$ cat config.mk
export PLATFORM = sky130hd
export DESIGN_NAME = dca_lsu_store_arbiter
export DESIGN_NICKNAME = d
export VERILOG_FILES = /design/src/rtl/dca_lsu_store_arbiter.sv
export SDC_FILE = /design/constraint.sdc
export NUM_CORES = 1
export LEC_CHECK = 0
export BUFFER_PORTS_ARGS = -buffer_cell sky130_fd_sc_hd__buf_2
export CORE_AREA = 2 2 200 202
export CTS_CLUSTER_DIAMETER = 30
export DETAILED_ROUTE_END_ITERATION = 12
export DIE_AREA = 0 0 202 204
export PLACE_DENSITY = 0.34
export SLEW_MARGIN = 10
export SYNTH_ARGS = -nofsm -noshare
export SYNTH_HDL_FRONTEND = slang
export SYNTH_SLANG_ARGS = --single-unit
$ cat constraint.sdc
create_clock -name clk -period 3.63 [get_ports clk]
set_clock_uncertainty 0.15 [all_clocks]
set_input_delay 0.726 -clock clk [delete_from_list [all_inputs] [get_ports clk]]
set_output_delay 0.726 -clock clk [all_outputs]
set_load 0.005 [all_outputs]
$ cat src/rtl/dca_lsu_store_arbiter.sv
// Round-robin arbiter sharing one LSU store path (txn + wdata channels) between NUM_REQ requesters.
// Granted IDs are queued in an order FIFO so wdata beats reach the LSU in transaction order.
module dca_lsu_store_arbiter #(
  parameter int NUM_REQ       = 4,
  parameter int BW_TXN_INFO   = 32,
  parameter int BW_WDATA_INFO = 64,
  parameter int ORDER_DEPTH   = 4
) (
  input  logic                             clk,
  input  logic                             rst,
  input  logic [NUM_REQ-1:0]               req_txn_valid,
  input  logic [NUM_REQ*BW_TXN_INFO-1:0]   req_txn_info,
  output logic [NUM_REQ-1:0]               req_txn_ready,
  input  logic [NUM_REQ-1:0]               req_wdata_valid,
  input  logic [NUM_REQ*BW_WDATA_INFO-1:0] req_wdata_info,
  input  logic [NUM_REQ-1:0]               req_wdata_last,
  output logic [NUM_REQ-1:0]               req_wdata_ready,
  output logic                             lsu_txn_valid,
  output logic [BW_TXN_INFO-1:0]           lsu_txn_info,
  input  logic                             lsu_txn_ready,
  output logic                             lsu_wdata_valid,
  output logic [BW_WDATA_INFO-1:0]         lsu_wdata_info,
  output logic                             lsu_wdata_last,
  input  logic                             lsu_wdata_ready,
  output logic                             busy
);

  localparam int BW_ID  = (NUM_REQ > 1) ? $clog2(NUM_REQ) : 1;
  localparam int BW_CNT = $clog2(ORDER_DEPTH + 1);
  localparam int BW_PTR = (ORDER_DEPTH > 1) ? $clog2(ORDER_DEPTH) : 1;

  typedef enum logic {IDLE, ISSUE} state_e;

  state_e             state_q, state_d;
  logic [BW_ID-1:0]   grantId_q, grantId_d;
  logic [BW_ID-1:0]   rrPtr_q, rrPtr_d;
  logic [BW_CNT-1:0]  count_q, count_d;
  logic [BW_PTR-1:0]  rdPtr_q, rdPtr_d;
  logic [BW_PTR-1:0]  wrPtr_q, wrPtr_d;
  logic [BW_ID-1:0]   orderFifo_q [ORDER_DEPTH];

  logic [BW_TXN_INFO-1:0]   txnInfoArr   [NUM_REQ];
  logic [BW_WDATA_INFO-1:0] wdataInfoArr [NUM_REQ];

  logic [BW_ID-1:0] winner;
  logic [BW_ID-1:0] cand;
  logic [BW_ID-1:0] head;
  logic             found;
  logic             push;
  logic             pop;
  logic             fifoEmpty;
  logic             fifoFull;

  for (genvar g = 0; g < NUM_REQ; g++) begin : gUnpack
    assign txnInfoArr[g]   = req_txn_info[g*BW_TXN_INFO +: BW_TXN_INFO];
    assign wdataInfoArr[g] = req_wdata_info[g*BW_WDATA_INFO +: BW_WDATA_INFO];
  end

  assign fifoEmpty = (count_q == '0);
  assign fifoFull  = (count_q == BW_CNT'(ORDER_DEPTH));
  assign head      = orderFifo_q[rdPtr_q];
  assign busy      = (state_q != IDLE) || !fifoEmpty;

  // First valid requester at or after rrPtr_q, scanning modulo NUM_REQ.
  always_comb begin
    winner = rrPtr_q;
    cand   = '0;
    found  = 1'b0;
    for (int k = 0; k < NUM_REQ; k++) begin
      cand = BW_ID'((int'(rrPtr_q) + k) % NUM_REQ);
      if (!found && req_txn_valid[cand]) begin
        winner = cand;
        found  = 1'b1;
      end
    end
  end

  always_comb begin
    state_d   = state_q;
    grantId_d = grantId_q;
    rrPtr_d   = rrPtr_q;
    push      = 1'b0;
    case (state_q)
      IDLE: begin
        if (found && !fifoFull) begin
          grantId_d = winner;
          state_d   = ISSUE;
        end
      end
      ISSUE: begin
        if (lsu_txn_ready) begin
          push    = 1'b1;
          state_d = IDLE;
          rrPtr_d = (int'(grantId_q) == NUM_REQ - 1) ? '0 : grantId_q + BW_ID'(1);
        end
      end
      default: state_d = IDLE;
    endcase
  end

  // The grant stays locked while in ISSUE; info is passed straight through from the requester.
  always_comb begin
    req_txn_ready = '0;
    lsu_txn_valid = (state_q == ISSUE);
    lsu_txn_info  = txnInfoArr[grantId_q];
    if (state_q == ISSUE) begin
      req_txn_ready[grantId_q] = lsu_txn_ready;
    end
  end

  always_comb begin
    req_wdata_ready = '0;
    lsu_wdata_valid = !fifoEmpty && req_wdata_valid[head];
    lsu_wdata_info  = wdataInfoArr[head];
    lsu_wdata_last  = req_wdata_last[head];
    if (!fifoEmpty) begin
      req_wdata_ready[head] = lsu_wdata_ready;
    end
  end

  assign pop = lsu_wdata_valid && lsu_wdata_ready && lsu_wdata_last;

  always_comb begin
    wrPtr_d = wrPtr_q;
    rdPtr_d = rdPtr_q;
    count_d = count_q;
    if (push) begin
      wrPtr_d = (int'(wrPtr_q) == ORDER_DEPTH - 1) ? '0 : wrPtr_q + BW_PTR'(1);
    end
    if (pop) begin
      rdPtr_d = (int'(rdPtr_q) == ORDER_DEPTH - 1) ? '0 : rdPtr_q + BW_PTR'(1);
    end
    if (push && !pop) begin
      count_d = count_q + BW_CNT'(1);
    end else if (pop && !push) begin
      count_d = count_q - BW_CNT'(1);
    end
  end

  always_ff @(posedge clk) begin
    if (rst) begin
      state_q   <= IDLE;
      grantId_q <= '0;
      rrPtr_q   <= '0;
      count_q   <= '0;
      rdPtr_q   <= '0;
      wrPtr_q   <= '0;
    end else begin
      state_q   <= state_d;
      grantId_q <= grantId_d;
      rrPtr_q   <= rrPtr_d;
      count_q   <= count_d;
      rdPtr_q   <= rdPtr_d;
      wrPtr_q   <= wrPtr_d;
    end
  end

  // FIFO storage needs no reset: entries are only read while count_q is non-zero.
  always_ff @(posedge clk) begin
    if (push) begin
      orderFifo_q[wrPtr_q] <= grantId_q;
    end
  end

endmodule
# Yosys cells after proc, flatten, opt, wreduce, memory -nomap -nowiden
# Memory sizes are Yosys's and may differ from the RTL's. A register that Yosys moved wholly into a read port is not among the register bits.
# Index checks and enable logic that the tools add are counted.
totals:
  latch_bits: 0
  inputBits: 400
  mem_count: 1
  mem_bits_rw: 8
  reg_bits: 12
  word_cells: 102
  rom_bits: 0
classes:
  muxes: 45
  n_shift: 0
  div: 0
  n_reduce_logical: 23
  addsub: 8
  n_bitwise: 5
  n_eq_ne: 4
  magnitude_cmp: 10
  mul: 0
mem_list:
  columns: ["name", "depth", "word_bits", "rd", "rd_ports_with_merged_regs", "write_ports", "line_no", "rtl"]
  rows:
  - ["orderFifo_q", 4, 2, 1, 1, 1, "40", "logic [BW_ID-1:0] orderFifo_q [ORDER_DEPTH];"]
op_table:
  columns: ["cell", "count"]
  rows:
  - ["64-bit binary-select mux with 2-bit select", 1]
  - ["64-bit 2-to-1 mux", 2]
  - ["32-bit binary-select mux with 2-bit select", 1]
  - ["32-bit 2-to-1 mux", 2]
  - ["2-bit by 3-bit < comparator with 1-bit output, second input constant", 6]
  - ["1-bit 2-to-1 mux", 18]
  - ["2-bit 2-to-1 mux", 8]
  - ["1-bit binary-select mux with 2-bit select", 6]
  - ["1-bit logical AND", 11]
  - ["2-bit by 1-bit adder with 2-bit output, second input constant", 4]
  - ["4-bit AND", 2]
  - ["4-bit 2-to-1 mux", 2]
  - ["1-bit zero test", 7]
  - ["2-bit by 1-bit == test with 1-bit output, second input constant", 3]
  - ["3-bit greater-or-equal comparator, second input constant", 2]
  - ["3-bit 2-to-1 mux", 2]
  - ["2-bit NOT with 3-bit output", 2]
  - ["2-bit adder, second input constant", 2]
  - ["1-bit demux with 2-bit select", 2]
  - ["2-bit by 1-bit greater-or-equal comparator with 1-bit output, second input constant", 2]
  - ["2-bit AND reduction", 2]
  - ["3-bit by 1-bit adder with 3-bit output, second input constant", 1]
  - ["3-bit == test, second input constant", 1]
  - ["3-bit zero test", 1]
  - ["other kinds (5)", 5]

# Logic depth before layout (Yosys ltp)
logic_depth:
  ltp_word: 15
  mapped_depth: 11
  mapped_depth_nobuf: 10

# Least setup slack after synthesis
# Ideal clock, no wire load.
synth_timing:
  path_type: "reg2reg"
  from: "register (tool-made name)"
  to: "register count_q[2]"
  required_time_ns: 3.409
  synth_period_minus_slack_ns: 2.946
  arrival_ns: 2.725
  path_stages_with_launch: 12
  slack_ns: 0.684
  cell_sequence: "dfxtp_1 -> mux4_2 -> buf_6 -> mux2_2 -> nand2_1 -> o32a_4 -> ha_1 -> inv_1 -> fa_1 -> xor2_1 -> or3_1 -> a21oi_1"
synth_lines:
  columns: ["element", "line_no", "rtl"]
  rows:
  - ["to (signal assigned)", "152", "count_q <= count_d;"]
  - ["to (decl)", "37", "logic [BW_CNT-1:0] count_q, count_d;"]

==> impl_metrics.tcl <==
set metrics [dict create \
    grt_max_degree 57 \
    critical_path.max_stage_delay_ps 830 \
    synth_top_area_frac 0.6222 \
    boundaryPins 508 \
    netlist_area_um2 3547 \
    clkPwrFrac 0.133 \
    synth_area_leaders "mux4_2, dfxtp_1, edfxtp_1, ha_1, buf_2" \
    ys_types 33 \
    netlist_top_cells_count "mux4_2, nor2_1, dfxtp_1" \
    slew-limit-headroom 0.3595 \
    fin_nets 1146 \
    grt_pass1_wl_um 35080 \
    via_per_inst 3.718 \
    finalWeightedCongestion 0.8935 \
    cts_sinks 22 \
    nFillCells 4448 \
    hold_class "flip-flop to flip-flop" \
    cp_max_fo 56 \
    dp_hpwl_um 23430 \
    die_width_um 202 \
    core_area_um2 39180 \
    die_area_um2 41210 \
    synth-warning-count 0 \
    cts_setup_buffers 0 \
    drt_iter0_markers 269 \
    slew_viol_final 0 \
    synth_ff_type "dfxtp_1" \
    final-setup-viol-count 0 \
    wirelength_um 25730 \
    area_growth_pct 90.34 \
    cp_cell_sequence "mux4_4 -> buf_4 -> mux4_2 -> buf_2" \
    syn_nets 655 \
    clockBufferDepth 2 \
    synth_edf_count 8 \
    maxCapViolations 0 \
    cp_data_required_time_ps 2750 \
    synth_largest_area_cell "mux4_2" \
    min_period_over_period 0.9473 \
    dp_cells 1255 \
    drcViolationCount 0 \
    grt_pass1_vias 4990 \
    numCtsBuffers 3 \
    cts_root_buf "clkbuf_16" \
    cts_tree "yes" \
    layout.cells.non_filler 1264 \
    vias 4700 \
    outcome "complete, no violations" \
    initial_core_util 0.09053 \
    internal-power_mw 1.111 \
    clk_latency_ps 260 \
    dr.pass1.iters 4 \
    p_leak_nw 3.197 \
    grt.total_usage 0.1168 \
    numPortBuffers 507 \
    worstSetupStartpointType "flip-flop" \
    ys_seq_area_frac 0.1467 \
    cts_resized 0 \
    seq_power_share 0.194 \
    antenna_found_initial 14 \
    async_flop_share 0 \
    die_h_um 204 \
    finalPower_mw 1.747 \
    path_class "flip-flop to primary output" \
    drive_gt1_frac 0.8472 \
    fmax_mhz 290.8 \
    p_sw_frac 0.3638 \
    tightest_slew_ps 960.7 \
    cp.arrival_ps 2560 \
    fin_crit_ps 3439 \
    rows 73 \
    syn_area_per_cell_um2 14.54 \
    powerDensity_nw_per_um2 258.7 \
    post-synth-top-count-cell "mux4_2" \
    path_clk_slew_ps 60 \
    finalSetupTns_ps 0 \
    cp_slowest_cell "mux4_4" \
    gr-total-overflow 0 \
    end_kind "primary output" \
    cts_hold_buf 0 \
    wl_per_cell_um 20.36 \
    ctsHtreeMaxLevel 1 \
    comb_power_share 0.673 \
    netlist_instances 244 \
    ant_nets 0 \
    fin_util 0.1723 \
    peakVddDrop_mv 0.1324 \
    switchingPower_mw 0.6354 \
    ys_ff_latch 22 \
    rsz0062_at_grt "false" \
    finalHoldViolations 0 \
]
-- path summary, 6_finish.rpt --
path / from / endpoint / slack, ps / cells past startpoint
setup / recovery: flip-flop / lsu_wdata_info[23] / 190 / 4
setup reg to reg: flip-flop / count_q[2]$_SDFFE_PP0P_ / 310 / 10
hold reg to reg: wrPtr_q[1]$_SDFFE_PP0P_ / wrPtr_q[1]$_SDFFE_PP0P_ / 350 / 2
hold / removal: wrPtr_q[1]$_SDFFE_PP0P_ / wrPtr_q[1]$_SDFFE_PP0P_ / 350 / 2
-- sequential cells by signal, indices dropped and copies added (netlist names), named ones only --
| signal | count |
|---|---|
| rrPtr_q | 2 |
| orderFifo_q | 8 |
| rdPtr_q | 2 |
| wrPtr_q | 2 |
| lsu_txn_valid | 1 |
| count_q | 3 |
| grantId_q | 2 |
-- per-layer routing --
layer  up-vias  part of all wire  GRT usage
li1       2054                 -          -
met1      2301              0.37     0.1313
met2       319              0.54     0.2218
met3        26             0.079    0.02248
met4         0             0.017    0.03440
met5         -                 0          0
-- kinds of logic (layout without fill, tap and decap cells) --
kind of cell | Yosys count | count (layout) | share of synthesized area
simple gates | 51 | 51 | 0.07090
buf+inv | 34 | 523 | 0.05080
compound gates | 16 | 16 | 0.03280
xor+xnor | 2 | 2 | 0.004939
flops | 22 | 22 | 0.1467
mux | 108 | 108 | 0.6529
other cells | 0 | 6 | 0
fa+ha+maj | 11 | 11 | 0.04092
-- placed cells by master, fill, tap and decap left out --
cell type / n
a22oi_1: 1
dfxtp_2: 2
fa_1: 1
nor2_1: 16
nor3_1: 4
nand3b_1: 2
diode_2: 6
clkbuf_16: 3
a221oi_1: 1
nand2b_1: 3
mux4_2: 96
dfxtp_1: 12
buf_12: 2
o32a_4: 1
a21oi_1: 7
o211a_1: 1
and3_1: 8
a311oi_1: 1
inv_1: 8
nor2b_1: 3
xor2_1: 2
mux4_4: 2
mux2_4: 1
edfxtp_1: 8
or2_2: 1
a211o_1: 1
or3_1: 2
buf_2: 507
or4_1: 1
nand3_1: 1
mux2i_1: 6
o21ai_0: 3
nand2_1: 10
buf_4: 3
mux2_2: 3
ha_1: 10
-- final cells by class --
class / count / area, µm² / area share
antenna: 6 / 15.01 / 0.002224
clock buffer: 3 / 75.07 / 0.01112
inverter: 8 / 30.03 / 0.004448
multi-input combinational: 188 / 2851 / 0.4223
sequential: 22 / 523.0 / 0.07746
tap: 525 / 656.9 / 0.09729
timing repair buffer: 512 / 2600 / 0.3851
-- power groups by stage --
stage,combinational (mW),clock (mW),sequential [mW]
2_1_floorplan,0.645,0,0.305
3_3_place_gp,1.19,0,0.345
3_5_place_dp,1.19,0,0.345
4_1_cts,1.20,0.241,0.340
5_1_grt,1.28,0.247,0.346
6_report,1.17,0.233,0.339
-- worst max-delay path: cells and delay by family, from the launching register on --
kind	cells	cell delay (ps)
flip-flops	1	430
buffers and inverters	2	570
multiplexers	2	1250
-- metrics by stage --
step                      worst slack [ps]  hold WS (ps)  instance area [µm²]
after floorplan                      684.4         316.8                 3547
after global placement               341.0         341.6                 6661
after detailed placement             341.7         349.5                 6661
after CTS                            180.2         357.8                 6736
after global routing                 108.3         397.1                 6751
final                                191.4         350.6                 6751
Power figures use the tool's default switching activity.
